$ cat config.mk
export PLATFORM = sky130hd
export DESIGN_NAME = branch_sequencer
export DESIGN_NICKNAME = d
export VERILOG_FILES = /design/src/rtl/branch_sequencer.sv
export SDC_FILE = /design/constraint.sdc
export NUM_CORES = 1
export LEC_CHECK = 0
export CAP_MARGIN = 20
export CORE_MARGIN = 1.5
export CORE_UTILIZATION = 45
export CTS_BUF_LIST = sky130_fd_sc_hd__clkbuf_4 sky130_fd_sc_hd__clkbuf_8
export DETAILED_ROUTE_END_ITERATION = 6
export HOLD_SLACK_MARGIN = 0.12
export PLACE_DENSITY = 0.79
export SLEW_MARGIN = 15
export SYNTH_ARGS = -nofsm -noshare
export SYNTH_HDL_FRONTEND = slang
export SYNTH_SLANG_ARGS = --single-unit
$ cat constraint.sdc
create_clock -name clk -period 3.1 [get_ports clk]
set_input_delay 0.31 -clock clk [delete_from_list [all_inputs] [get_ports clk]]
set_output_delay 0.31 -clock clk [all_outputs]
set_load 0.05 [all_outputs]
$ cat src/rtl/branch_sequencer.sv
// Multi-cycle instruction sequencer: owns PC, IR and flags, steps each
// instruction through FETCH/DEC/EX/WB and resolves branches on stored flags.
module branch_sequencer #(
  parameter int              PC_W     = 16,
  parameter logic [PC_W-1:0] RESET_PC = '0
) (
  input  logic            clk,
  input  logic            rst_n,
  output logic            imem_req,
  output logic [PC_W-1:0] imem_addr,
  input  logic            imem_ready,
  input  logic [15:0]     imem_data,
  input  logic [3:0]      flag_in,
  input  logic            flag_we,
  output logic [15:0]     ir,
  output logic [PC_W-1:0] pc,
  output logic [3:0]      flag,
  output logic [2:0]      phase,
  output logic            pc_loaded,
  output logic            halted,
  input  logic            restart
);

  typedef enum logic [2:0] {
    S_IDLE  = 3'b000,
    S_FETCH = 3'b001,
    S_DEC   = 3'b010,
    S_EX    = 3'b011,
    S_WB    = 3'b100,
    S_HALT  = 3'b101
  } state_t;

  state_t          r_state;
  state_t          w_next;
  logic [PC_W-1:0] r_pc;
  logic [15:0]     r_ir;
  logic [3:0]      r_flag;

  logic [1:0]      w_op1;
  logic [2:0]      w_op2;
  logic [2:0]      w_cond;
  logic [7:0]      w_d;
  logic [3:0]      w_op3;
  logic            w_is_hlt;
  logic            w_cond_true;
  logic            w_taken;
  logic [PC_W-1:0] w_pc_inc;
  logic [PC_W-1:0] w_pc_next;

  assign w_op1 = r_ir[15:14];
  assign w_op2 = r_ir[13:11];
  assign w_cond = r_ir[10:8];
  assign w_d = r_ir[7:0];
  assign w_op3 = r_ir[7:4];
  assign w_is_hlt = (w_op1 == 2'b11) && (w_op3 == 4'b1111);

  // Flags are {S,Z,C,V}; branch conditions use only S, Z and V.
  always_comb begin
    w_cond_true = 1'b0;
    case (w_cond)
      3'b000:  w_cond_true = r_flag[2];
      3'b001:  w_cond_true = r_flag[3] ^ r_flag[0];
      3'b010:  w_cond_true = r_flag[2] | (r_flag[3] ^ r_flag[0]);
      3'b011:  w_cond_true = !r_flag[2];
      default: w_cond_true = 1'b0;
    endcase
    w_taken = 1'b0;
    if (w_op1 == 2'b10) begin
      if (w_op2 == 3'b100)      w_taken = 1'b1;
      else if (w_op2 == 3'b111) w_taken = w_cond_true;
    end
  end

  assign w_pc_inc = r_pc + PC_W'(1);
  assign w_pc_next = w_taken ? (w_pc_inc + {{(PC_W-8){w_d[7]}}, w_d}) : w_pc_inc;

  always_comb begin
    w_next = r_state;
    case (r_state)
      S_IDLE:  w_next = S_FETCH;
      S_FETCH: if (imem_ready) w_next = S_DEC;
      S_DEC:   w_next = S_EX;
      S_EX:    w_next = S_WB;
      S_WB:    w_next = w_is_hlt ? S_HALT : S_FETCH;
      S_HALT:  if (restart) w_next = S_FETCH;
      default: w_next = S_IDLE;
    endcase
  end

  always_ff @(posedge clk or negedge rst_n) begin
    if (!rst_n) r_state <= S_IDLE;
    else        r_state <= w_next;
  end

  always_ff @(posedge clk or negedge rst_n) begin
    if (!rst_n) begin
      r_pc   <= RESET_PC;
      r_ir   <= '0;
      r_flag <= '0;
    end else begin
      if (r_state == S_FETCH && imem_ready) r_ir <= imem_data;
      if (r_state == S_EX && flag_we)       r_flag <= flag_in;
      if (r_state == S_WB && !w_is_hlt)     r_pc <= w_pc_next;
      if (r_state == S_HALT && restart)     r_pc <= RESET_PC;
    end
  end

  assign imem_req  = (r_state == S_FETCH);
  assign imem_addr = r_pc;
  assign ir        = r_ir;
  assign pc        = r_pc;
  assign flag      = r_flag;
  assign phase     = r_state;
  assign pc_loaded = (r_state == S_WB) && w_taken;
  assign halted    = (r_state == S_HALT);

endmodule

==> results.cfg, run 1 <==
[global_route]
global_route.overflow_total = 0
grtUsageTotal_pct = 22.00
grt_pass1_wl_um = 12700
grt_start_max_net_pins = 40
first_global_vias = 2712
antenna_found_initial = 0

[timing]
peak_clock_frequency_supported_by_timing_mhz = 321.6
worst_slack_ns = -0.009503
unrepaired_setup_endpoints_after_global_routing = true
report.final.setup_viol = 1
finalCriticalPeriod_ns = 3.110
finalHoldWorstSlack_ns = 0.1127
slew_headroom_pct = 40.49
report.final.hold_viol_count = 0
pins_over_slew_limit = 0
final.setup_skew_ns = 0.006426
layout_worst_path_cycle_share_pct = 100.3
max_slew.worst_pin.slew_ns = 0.8927

[cts]
worstSkewPairLatency_ns = 0.30
cts.sinks = 39
htreeDepth = 2
tritoncts = done
path_clk_slew_ns = 0.08
cts_made_buffers = 5
cts-hold-fix-buffers = 0
clk_root_buffer_cell = clkbuf_8
clk_path_buf_depth = 2

[final_layout]
area.growth.synth_to_final_pct = 35.25
num_antenna_cells = 0
multiInputGateArea_um2 = 1902
fill_cells = 554
register_area_um2 = 980.9
layout-drive-gt1-share_pct = 18.00
final_net_count = 455

[placed_design]
place.detailed.hpwl_um = 5870
numPortBuffers = 82
routabilityCongestion = 0.8791

[yosys]
asyncSetResetFlopFracSynth_pct = 100.0
synth_warnings = 0
syn_area_per_cell_um2 = 9.104
count_of_flip_flops_with_a_built_in_enable_after_synthesis = 0
synth_unique_cells = 59
synthFlopType = dfrtp_1
synth.yosys.seq_area_share_pct = 32.58
post_synth_instance_area_um2 = 2995
synthesis.instances = 329
synthesized_nets = 374
ys_ff_latch = 39

[die]
die-area_um2 = 7155
num_io_pins = 83
floorplan.core_area_um2 = 6386
die_height_um = 84.59
initial_core_util_pct = 46.90
floorplan.rows = 29
die_width_um = 84.59

[worst_setup_path]
worstPathArrival_ns = 3.27
timing.critical_path.from_type = flip-flop
critical_path_required_ns = 3.26
critPathCapture = imem_addr[15]
ff_to_ff_start = imem_addr[0]
critical_path.max_fanout = 4
worst_r2r_endpoint = imem_addr[15]
criticalPathCategory = reg2reg
worstRegToRegCells = 14
setup_slack_of_the_most_critical_reg_to_reg_path_ns = -0.01
worst_setup_path_end_kind = flip-flop
worst_setup_path_startpoint = imem_addr[0]

[flow_run]
timing.max_cap.violations = 0

[route]
num_vias = 2797
drt_first_iter_violations = 171
routed_wire_length_per_instance_um = 16.24
firstDrtPassIters = 4
final_antenna_net_count = 0
post-route-drc-count = 0
drt-vias-per-instance = 5.732
postRouteWirelength_um = 7926

[status]
outcome = finished, violations left
violations = negative setup slack

[hold_path]
min_path_type = in2async
[what timing repair did]
item / CTS / global route
buffers inserted: 3 / 4
hold endpoints to repair: 0 / 0
gates cloned: 0 / 0
resized for setup: 0 / 11
setup endpoints to repair: 1 / 3
pin swaps: 1 / 12
[worst min-delay path by stage]
stage / startpoint / to / slack, ns / cells past startpoint
floorplan: rst_n / flag[0] / 0.01 / 0
global placement: rst_n / imem_addr[11] / 0.49 / 1
detailed placement: flag[1] / flag[1] / 0.49 / 1
CTS: rst_n / imem_addr[9] / 0.18 / 1
global route: rst_n / phase[1] / 0.21 / 1
finish: rst_n / imem_addr[9] / 0.11 / 1
[layout make-up]
cell class	instances	area share, %
clock buffers	6	1.884
multi-input cells	254	46.94
clock inverters	2	0.3397
flip-flops and latches	39	24.21
inverters	11	1.019
well taps	77	2.378
repair buffers	99	23.22
[layer usage]
metal	track usage, %	up-vias	part of all wire, %
li1	-	1340	-
met1	28.31	1342	43
met2	38.10	101	49
met3	4.425	14	5.9
met4	5.132	0	2.0
met5	0	-	0
[kinds of logic (layout without fill, tap and decap cells)]
logic type	after synthesis	after routing	share of synthesized area [%]
AO/OA/AOI/OAI	91	91	20.34
XOR/XNOR	25	25	7.310
adder cells (fa/ha/maj)	20	20	8.605
buffers and inverters	36	118	7.143
flip-flops	39	39	32.58
multiplexers	20	20	7.477
AND/OR/NAND/NOR	98	98	16.54
[through the flow]
stage	std cells	setup TNS (ns)	area, um^2	utilization [%]	worst slack, ns
floorplan	329	-0.08594	3032	-	-0.08594
global placement	473	0	3844	60.19	0.05154
detailed placement	473	-0.04562	3844	60.19	-0.04562
CTS	484	0	3956	61.95	0.02157
global route	488	-0.1547	4051	63.44	-0.1340
finish	488	-0.009503	4051	63.44	-0.009503
[sequential cells by signal, summed over array words and instances (netlist names)]
register,cells
imem_addr,16
ir,16
phase,3
flag,4
[cells in the mapped netlist (2+ instances only)]
master      n  area, um^2
a21oi_2     2       17.52
and3_1      5       31.28
o21ai_0    17       85.08
buf_2       3       15.01
nand2b_1    4       25.02
xor2_1     11       96.34
a211oi_1    3       22.52
o211ai_2    2       25.02
nand3b_1    2       15.01
buf_6       2       22.52
nor2_1     23       86.33
dfrtp_1    39       975.9
nand4_1     2       12.51
o21ai_1     4       20.02
o2bb2ai_1   2       17.52
nor2b_1     2       12.51
a21oi_1    22       110.1
buf_4      16       120.1
o31ai_1     5       37.54
o211ai_1    3       22.52
nand2_1    28       105.1
clkbuf_1    4       15.01
and4_4      2       22.52
o21a_1      3       22.52
inv_1      11       41.29
mux2_2     19       214.0
nor3_1      9       45.04
a31oi_1     2       12.51
a21o_1      4       30.03
o22ai_1     4       25.02
o21bai_1    3       22.52
o2111ai_1   2       17.52
a22o_1      3       26.28
ha_1       19       237.7
nand3_1     9       45.04
a22oi_1     2       15.01
xnor2_1    14       122.6
[cells in the final DEF (no fill, tap or decap), types with 3 or more instances in the layout]
cell type	netlist	layout
nand2b_1	4	4
nand3_1	9	8
nor2_1	23	22
o21ai_0	17	14
mux2_2	19	19
a21oi_1	22	21
ha_1	19	17
xor2_1	11	10
dfrtp_2	0	4
o211ai_1	3	3
a21o_1	4	4
o21a_1	3	3
xnor2_1	14	13
and3_1	5	5
o22ai_1	4	4
buf_4	16	18
o21bai_1	3	3
a22o_1	3	3
nor3_1	9	9
nand2_1	28	28
o21ai_1	4	5
o31ai_1	5	5
clkbuf_8	0	5
clkdlybuf4s50_1	0	80
dfrtp_1	39	35
inv_1	11	11
[critical path, stage by stage (launching register included)]
cell      delay (ns)
dfrtp_2         0.42
ha_4            0.16
and3_4          0.19
and4_4          0.23
and4_4          0.28
nand3_4         0.11
xnor2_4         0.19
ha_4            0.24
a21oi_2         0.16
o21ai_2         0.11
or3_1           0.37
o211ai_2        0.12
nor4b_2         0.08
a211oi_1        0.22
o31ai_1         0.10
Power of run 1 is not shown: default switching activity piles up to over one toggle a cycle in this logic, so the estimate is an artifact.
==> inputs of run 2 (changes only) <==
MAX_ROUTING_LAYER = met4   (was unset)
SLEW_MARGIN = unset   (was 15)
==> results.cfg, run 2 (same netlist as run 1, synthesis figures left out) <==
[route]
num_vias = 2738
drt-vias-per-instance = 5.669
postRouteWirelength_um = 7871
met2RoutedLength_um = 4039
routed_wire_length_per_instance_um = 16.30
firstDrtPassIters = 4
post-route-drc-count = 0
top_layer = met4
met1Wirelength_um = 3236
drt_first_iter_violations = 96
wl_met3_um = 548
final_antenna_net_count = 0

[cts]
worstSkewPairLatency_ns = 0.29
cts.sinks = 39
htreeDepth = 2
clk_root_buffer_cell = clkbuf_8
cts_made_buffers = 5
path_clk_slew_ns = 0.09
tritoncts = done
clk_path_buf_depth = 2
cts-hold-fix-buffers = 0

[placed_design]
cell_area_reported_after_detailed_placement_um2 = 3829
routabilityCongestion = 0.8877
place.detailed.hpwl_um = 5829
numPortBuffers = 82

[global_route]
grtUsageTotal_pct = 23.37
antenna_found_initial = 0
first_global_vias = 2753
grt_start_max_net_pins = 40
grt_pass1_wl_um = 13060
global_route.overflow_total = 0

[worst_setup_path]
timing.critical_path.from_type = flip-flop
worstPathArrival_ns = 3.22
critical_path_required_ns = 3.29
critical_path.max_fanout = 5
criticalPathCategory = reg2reg
worst_setup_path_end_kind = flip-flop

[timing]
unrepaired_setup_endpoints_after_global_routing = true
slew_headroom_pct = 38.79
pins_over_slew_limit = 0
setup_total_negative_slack_ns = 0
report.final.hold_viol_count = 0
max_slew.worst_pin.slew_ns = 0.9181
final.setup_skew_ns = 0.01363
peak_clock_frequency_supported_by_timing_mhz = 329.9
report.final.setup_viol = 0
finalCriticalPeriod_ns = 3.032
layout_worst_path_cycle_share_pct = 97.79

[final_layout]
mostFrequentLayoutCell = clkdlybuf4s50_1
area.growth.synth_to_final_pct = 35.34
postLayoutCellArea_um2 = 4054
most-common-layout-cells = 80 x clkdlybuf4s50_1, 35 x dfrtp_1, 28 x nand2_1
layout-drive-gt1-share_pct = 17.00
final_core_utilization_pct = 63.48
final_net_count = 450
num_antenna_cells = 0

[die]
num_io_pins = 83
floorplan.rows = 29
floorplan.core_area_um2 = 6386
initial_core_util_pct = 46.90
die_height_um = 84.59
die_width_um = 84.59
die-area_um2 = 7155

[status]
outcome = finished, final reports clean

[hold_path]
min_path_type = in2async

[flow_run]
timing.max_cap.violations = 0
==> run 2: cell types whose count changed in the layout (fill, tap and decap cells not counted), sizes merged <==
cell,change
buf,-5
bufinv,+1
clkinv,-1
==> run 2: worst paths after layout <==
| kind | from | to | slack (ns) | cells past startpoint |
|---|---|---|---|---|
| worst max-delay path | imem_addr[0] | imem_addr[15] | 0.07 | 15 |
| worst min-delay path | rst_n | imem_addr[12] | 0.14 | 1 |
| worst max register to register | imem_addr[0] | imem_addr[15] | 0.07 | 15 |
| worst min register to register | flag[1] | flag[1] | 0.51 | 1 |
| max in group asynchronous | rst_n | imem_addr[1] | 2.31 | 1 |
| min in group clk | flag[1] | flag[1] | 0.51 | 1 |
==> run 2: critical path, stage by stage, from the launching register on <==
cell and delay [ns]:
dfrtp_2 0.40, ha_4 0.15, and3_4 0.18, and4_4 0.23, and4_4 0.25, nand3_4 0.10
xnor2_4 0.16, ha_4 0.32, a21oi_4 0.06, o21ai_2 0.20, buf_4 0.14, a211oi_2 0.03
o211ai_2 0.24, nor2_2 0.07, xnor2_1 0.13, o31ai_1 0.26
==> run 2: repair_timing <==
| item | 4_1_cts | 5_1_grt |
|---|---|---|
| buffers inserted | 1 | 3 |
| pin swaps | 0 | 11 |
| gates resized for setup | 2 | 12 |
| setup endpoints to repair | 1 | 4 |
==> run 2: final cells by class <==
class                      instances  area [um^2]
inverter                          11        41.29
clock inverter                     2        35.03
timing repair buffer              94        903.4
tap                               77        96.34
fill                             538         2332
sequential                        39        980.9
multi-input combinational        254         1914
clock buffer                       6        82.58
==> run 2: through the flow <==
step | hold WS, ns | std cells | worst slack [ns]
final | 0.1448 | 483 | 0.06842
after global routing | 0.2003 | 483 | -0.1562
after CTS | 0.1779 | 480 | 0.04200
after detailed placement | 0.4979 | 471 | -0.04910
after global placement | 0.4891 | 471 | 0.07967
after floorplan | 0.01441 | 329 | -0.08594
==> run 2: per-layer routing <==
metal | global-route usage, % | up-vias
met4 | 4.692 | 0
met3 | 3.441 | 4
met1 | 29.19 | 1302
li1 | - | 1326
met2 | 40.40 | 106
met5 | - | -
Power of run 2 is left out for the same reason.
